## config.mk

```make
export PLATFORM = sky130hd
export DESIGN_NAME = w_pattern_gen
export DESIGN_NICKNAME = d
export VERILOG_FILES = /design/src/rtl/w_pattern_gen.sv
export SDC_FILE = /design/constraint.sdc
export NUM_CORES = 1
export LEC_CHECK = 0
export ABC_AREA = 0
export CORE_MARGIN = 4
export CORE_UTILIZATION = 37
export CTS_BUF_LIST = sky130_fd_sc_hd__clkbuf_8
export DETAILED_ROUTE_END_ITERATION = 8
export PLACE_DENSITY = 0.63
export SETUP_SLACK_MARGIN = 0.1
export SLEW_MARGIN = 0
export SYNTH_ARGS = -nofsm -noshare
export SYNTH_HDL_FRONTEND = slang
export SYNTH_SLANG_ARGS = --single-unit
```

## constraint.sdc

```tcl
create_clock -name clk -period 2.1 [get_ports clk]
set_input_delay 0.42 -clock clk [delete_from_list [all_inputs] [get_ports clk]]
set_output_delay 0.42 -clock clk [all_outputs]
set_load 0.02 [all_outputs]
```

## src/rtl/w_pattern_gen.sv

```systemverilog
// ---------------------------------------------------------------------------
// w_pattern_gen
//
// Serial stimulus generator for the `w` input of the two-in-a-row sequence
// detectors. A captured pattern is shifted out MSB first, one bit per clock,
// repeated `reps` times with no gap between passes. A shadow model of the
// detector (z = 1 after two consecutive equal samples of `w`) runs alongside
// and drives the expected Moore output `z_exp`.
//
// Parameters
//   WIDTH   pattern length in bits (>= 2)
//   REPS_W  width of the repeat-count input
//
// Ports
//   clk      in   rising-edge clock, one `w` bit per edge
//   reset    in   synchronous, active-high reset
//   start    in   begin a run; sampled only while idle
//   pattern  in   bits to emit, pattern[WIDTH-1] first
//   reps     in   number of passes (0 behaves as 1)
//   w        out  serial stimulus bit
//   busy     out  high while bits are being emitted
//   done     out  one-cycle pulse after the final bit
//   z_exp    out  expected Moore z of the two-in-a-row detector
//   bit_idx  out  index of the bit currently on `w` (0 = MSB position)
// ---------------------------------------------------------------------------
module w_pattern_gen #(
    parameter int WIDTH  = 8,
    parameter int REPS_W = 4
) (
    input  logic                     clk,
    input  logic                     reset,
    input  logic                     start,
    input  logic [WIDTH-1:0]         pattern,
    input  logic [REPS_W-1:0]        reps,
    output logic                     w,
    output logic                     busy,
    output logic                     done,
    output logic                     z_exp,
    output logic [$clog2(WIDTH)-1:0] bit_idx
);

    localparam int                IDX_W    = $clog2(WIDTH);
    localparam logic [IDX_W-1:0]  LAST_IDX = IDX_W'(WIDTH - 1);

    typedef enum logic {
        IDLE  = 1'b0,
        SHIFT = 1'b1
    } state_e;

    state_e             state_q, state_d;
    logic [WIDTH-1:0]   pat_q, pat_d;
    logic [REPS_W-1:0]  passes_q, passes_d;   // passes left, including the current one
    logic [IDX_W-1:0]   idx_q, idx_d;
    logic               w_q, w_d;
    logic               busy_q, busy_d;
    logic               done_q, done_d;
    logic               z_exp_q, z_exp_d;
    logic               w_prev_q, w_prev_d;
    logic               have_prev_q, have_prev_d;

    // NOTE: every register, including the captured pattern, is reset so a
    // mid-run reset leaves no stale run state behind.
    always_ff @(posedge clk) begin
        if (reset) begin
            state_q     <= IDLE;
            pat_q       <= '0;
            passes_q    <= '0;
            idx_q       <= '0;
            w_q         <= 1'b0;
            busy_q      <= 1'b0;
            done_q      <= 1'b0;
            z_exp_q     <= 1'b0;
            w_prev_q    <= 1'b0;
            have_prev_q <= 1'b0;
        end else begin
            // NOTE: non-blocking assignments so all state updates see the
            // pre-edge values, independent of statement order.
            state_q     <= state_d;
            pat_q       <= pat_d;
            passes_q    <= passes_d;
            idx_q       <= idx_d;
            w_q         <= w_d;
            busy_q      <= busy_d;
            done_q      <= done_d;
            z_exp_q     <= z_exp_d;
            w_prev_q    <= w_prev_d;
            have_prev_q <= have_prev_d;
        end
    end

    always_comb begin
        // NOTE: every next-state signal gets a default first, so no path
        // through the case statement can infer a latch.
        state_d     = state_q;
        pat_d       = pat_q;
        passes_d    = passes_q;
        idx_d       = idx_q;
        w_d         = w_q;
        busy_d      = busy_q;
        done_d      = 1'b0;
        have_prev_d = have_prev_q;

        // Shadow detector: tracks the held `w` in IDLE as well, because the
        // real detectors keep sampling it.
        z_exp_d  = have_prev_q & (w_q == w_prev_q);
        w_prev_d = w_q;

        unique case (state_q)
            IDLE: begin
                if (start) begin
                    state_d     = SHIFT;
                    pat_d       = pattern;
                    passes_d    = (reps == '0) ? REPS_W'(1) : reps;
                    idx_d       = '0;
                    w_d         = pattern[WIDTH-1];
                    busy_d      = 1'b1;
                    have_prev_d = 1'b0;
                end
            end

            SHIFT: begin
                have_prev_d = 1'b1;
                if (idx_q == LAST_IDX) begin
                    if (passes_q == REPS_W'(1)) begin
                        // Last bit of last pass: `w` holds its value.
                        state_d = IDLE;
                        busy_d  = 1'b0;
                        done_d  = 1'b1;
                    end else begin
                        passes_d = passes_q - REPS_W'(1);
                        idx_d    = '0;
                        w_d      = pat_q[WIDTH-1];
                    end
                end else begin
                    idx_d = idx_q + IDX_W'(1);
                    // bit_idx counts from the MSB, so invert it to index pat_q.
                    w_d   = pat_q[LAST_IDX - (idx_q + IDX_W'(1))];
                end
            end

            default: state_d = IDLE;
        endcase
    end

    assign w       = w_q;
    assign busy    = busy_q;
    assign done    = done_q;
    assign z_exp   = z_exp_q;
    assign bit_idx = idx_q;

endmodule

```

==> out/metrics.yaml <==
critical_path:
  arrival_ns: 1.98
  cpMostUsedCell: "ha_1"
  slowest_delay_ns: 0.42
  critPathKind: "reg -> reg"
  timing.critical_path.cells: "ha_1 > ha_1 > a2111oi_0 > o311ai_1 > a32o_1"
  start_kind: "flop"
  cp_top_family: "compound AO/OA/AOI/OAI gates"
  slowest_stage: "a2111oi_0"
  cp_max_fo: 7
  cp_data_required_time_ns: 2.26
  worstPathBufferInverterCount: 0
  cp-end-kind: "flop"
synthesis:
  yosysSeqAreaShare_pct: 42.36
  ys_types: 36
  ys_ff_latch: 22
  synth_area_mm2: 0.001040
  synth_warnings: 0
  synth_fp_nets: 141
  netlist_instances: 121
  syn_area_per_cell_um2: 8.593
  synth.area.top_cells: "dfxtp_1, nand2_1, a21oi_1"
  synth_top_cell_by_area: "dfxtp_1"
  synth_top_area_share_pct: 42.36
die:
  ios: 22
  start_util_pct: 40.50
  core-area_mm2: 0.002567
  row_count: 18
  die_h_um: 61.01
  die_area_mm2: 0.003722
  die_x_um: 61.01
clock_tree:
  clock_latency_ns: 0.26
  clock_sinks: 22
  htreeDepth: 1
  clockBufferDepth: 2
  cts_made_buffers: 3
  cts_tree: "built"
  cts-root-buf: "clkbuf_8"
  clkTransAtPathRegs_ns: 0.08
  postCtsHoldBufs: 0
grt:
  grt_overflow_total: 0
  first_global_vias: 914
  grt_pass1_wl_um: 3912
  antenna_found_initial: 0
  grt_start_max_net_pins: 14
  grt.total_usage_pct: 14.04
sta:
  finClkSkew_ns: 0.007271
  rsz0062_at_grt: "no"
  period_share_pct: 86.39
  setup_viol: 0
  finalCriticalPeriod_ns: 1.814
  tns_ns: 0
  drv_slew: 0
  max_clock_freq_mhz: 551.2
  hold_ws_ns: 0.4572
  final-hold-violation-count: 0
  slew_headroom_pct: 60.22
  worst_pin_slew_ns: 0.5954
pwr:
  p_leak_nw: 0.5184
  peakVddDrop_v: 0.0005067
  pwr-share-seq_pct: 45.8
  clock_power_share_pct: 38.1
  netSwitchingPower_mw: 0.2336
  combPwrFrac_pct: 16.1
  p_sw_share_pct: 22.94
  internal_power_mw: 0.7848
  power.density_mw_per_mm2: 743.3
outcome:
  status: "finished, final reports clean"
route:
  first_pass_iters: 4
  drcViolationCount: 0
  drt_iter0_drc: 13
  routedWlPerCell_um: 13.06
  viasPerCell: 5.337
  vias: 934
  drtAntennaViolNets: 0
  drt_wl_total_um: 2286
place:
  place_congestion: 0.7820
  dp_hpwl_um: 1757
  portBuffers: 21
final_layout:
  diodes: 0
  drive_gt1_share_pct: 10.34
  final_nets: 166
  final_util_pct: 53.36
  area_delta_synth_final_pct: 31.77
run:
  drv_cap: 0
hold_path:
  hold_path_class: "reg -> reg"
-- state kept, by name (all words and copies together), names as in the netlist --
register and flops:
bit_idx 3, busy 1, done 1, have_prev_q 1, passes_q 4, pat_q 8, state_q 1, w 1
w_prev_q 1, z_exp 1
-- synth_stat cells --
cell type,count
a2111oi_0,1
a211o_1,1
a211oi_1,1
a21oi_1,14
a22oi_1,1
a311oi_1,1
a31oi_1,1
a32o_1,1
a32oi_1,1
buf_2,4
clkbuf_1,2
dfxtp_1,22
ha_1,5
inv_1,3
mux2_2,1
mux2i_1,1
mux4_2,1
nand2_1,24
nand2b_1,2
nand3_1,2
nand4b_1,1
nor2_1,11
nor2b_1,3
nor3_1,3
nor3b_1,3
o211ai_1,1
o21ai_0,1
o21ai_1,1
o21ai_2,1
o22ai_4,1
o2bb2ai_1,1
o311ai_1,1
or3_1,1
or3b_4,1
xnor2_1,1
xor2_1,1
-- worst register-to-register path, delay by kind of cell (launching register included) --
kind | cells | cell delay, ns
AO/OA/AOI/OAI | 3 | 0.79
adder cells (fa/ha/maj) | 2 | 0.55
flip-flops | 1 | 0.37
-- cells by family after synthesis --
kind of cell	Yosys count	synth area share, %
multiplexers	3	4.212
adder cells (fa/ha/maj)	5	6.017
AND/OR/NAND/NOR	51	22.74
buffers and inverters	9	3.731
flip-flops	22	42.36
XOR/XNOR	2	1.685
AO/OA/AOI/OAI	29	19.26
-- power by group through the flow --
stage                     registers, mW  logic, mW  clock network [mW]
after floorplan                   0.475     0.0953                   0
after global placement            0.475      0.161                   0
after detailed placement          0.476      0.164                   0
after CTS                         0.466      0.165               0.395
after global routing              0.471      0.182               0.416
final                             0.466      0.164               0.388
-- placed cells by master (no fill, tap or decap), types with 3 or more instances in the layout --
master            n
inv_1             3
buf_4             5
nor3_1            3
clkbuf_8          3
nor2_1           11
nor2b_1           3
nand2_1          24
clkdlybuf4s50_1  21
ha_1              5
nor3b_1           3
a21oi_1          14
dfxtp_1          21
-- cell type report --
cell class	count	area [um2]
well taps	30	37.54
inverters	3	11.26
repair buffers	26	247.7
clock inverters	1	30.03
flip-flops and latches	22	441.7
clock buffers	3	41.29
fillers	251	1197
multi-input cells	90	560.5
-- what timing repair did --
action	4_1_cts	5_1_grt
resized for setup	0	1
setup endpoints to repair	0	2
setup buffers	0	0
-- metal layers --
| metal | track usage, % | part of all wire (%) |
|---|---|---|
| met2 | 23.97 | 48 |
| met3 | 3.354 | 5.4 |
| met1 | 16.52 | 45 |
| met5 | 0 | 0 |
| met4 | 6.811 | 1.5 |
-- path summary, 6_finish.rpt --
| path | from | to | slack [ns] | cells after the start |
|---|---|---|---|---|
| hold / removal | pat_q[1]$_SDFFE_PP0P_ | pat_q[1]$_SDFFE_PP0P_ | 0.46 | 2 |
| setup reg to reg | bit_idx[0]$_SDFFE_PP0P_ | w$_SDFFE_PP0P_ | 0.29 | 5 |
| hold reg to reg | pat_q[1]$_SDFFE_PP0P_ | pat_q[1]$_SDFFE_PP0P_ | 0.46 | 2 |
| setup / recovery | bit_idx[0]$_SDFFE_PP0P_ | w$_SDFFE_PP0P_ | 0.29 | 5 |
-- metrics by stage --
| step | area, um2 | std cells | total power [mW] | setup slack (ns) |
|---|---|---|---|---|
| after floorplan | 1040 | 121 | 0.5702 | 0.2689 |
| after global placement | 1297 | 171 | 0.6361 | 0.3050 |
| after detailed placement | 1297 | 171 | 0.6395 | 0.2490 |
| after CTS | 1369 | 175 | 1.027 | 0.2337 |
| after global routing | 1370 | 175 | 1.069 | 0.1742 |
| final | 1370 | 175 | 1.018 | 0.2857 |
(Power assumes the default switching activity.)
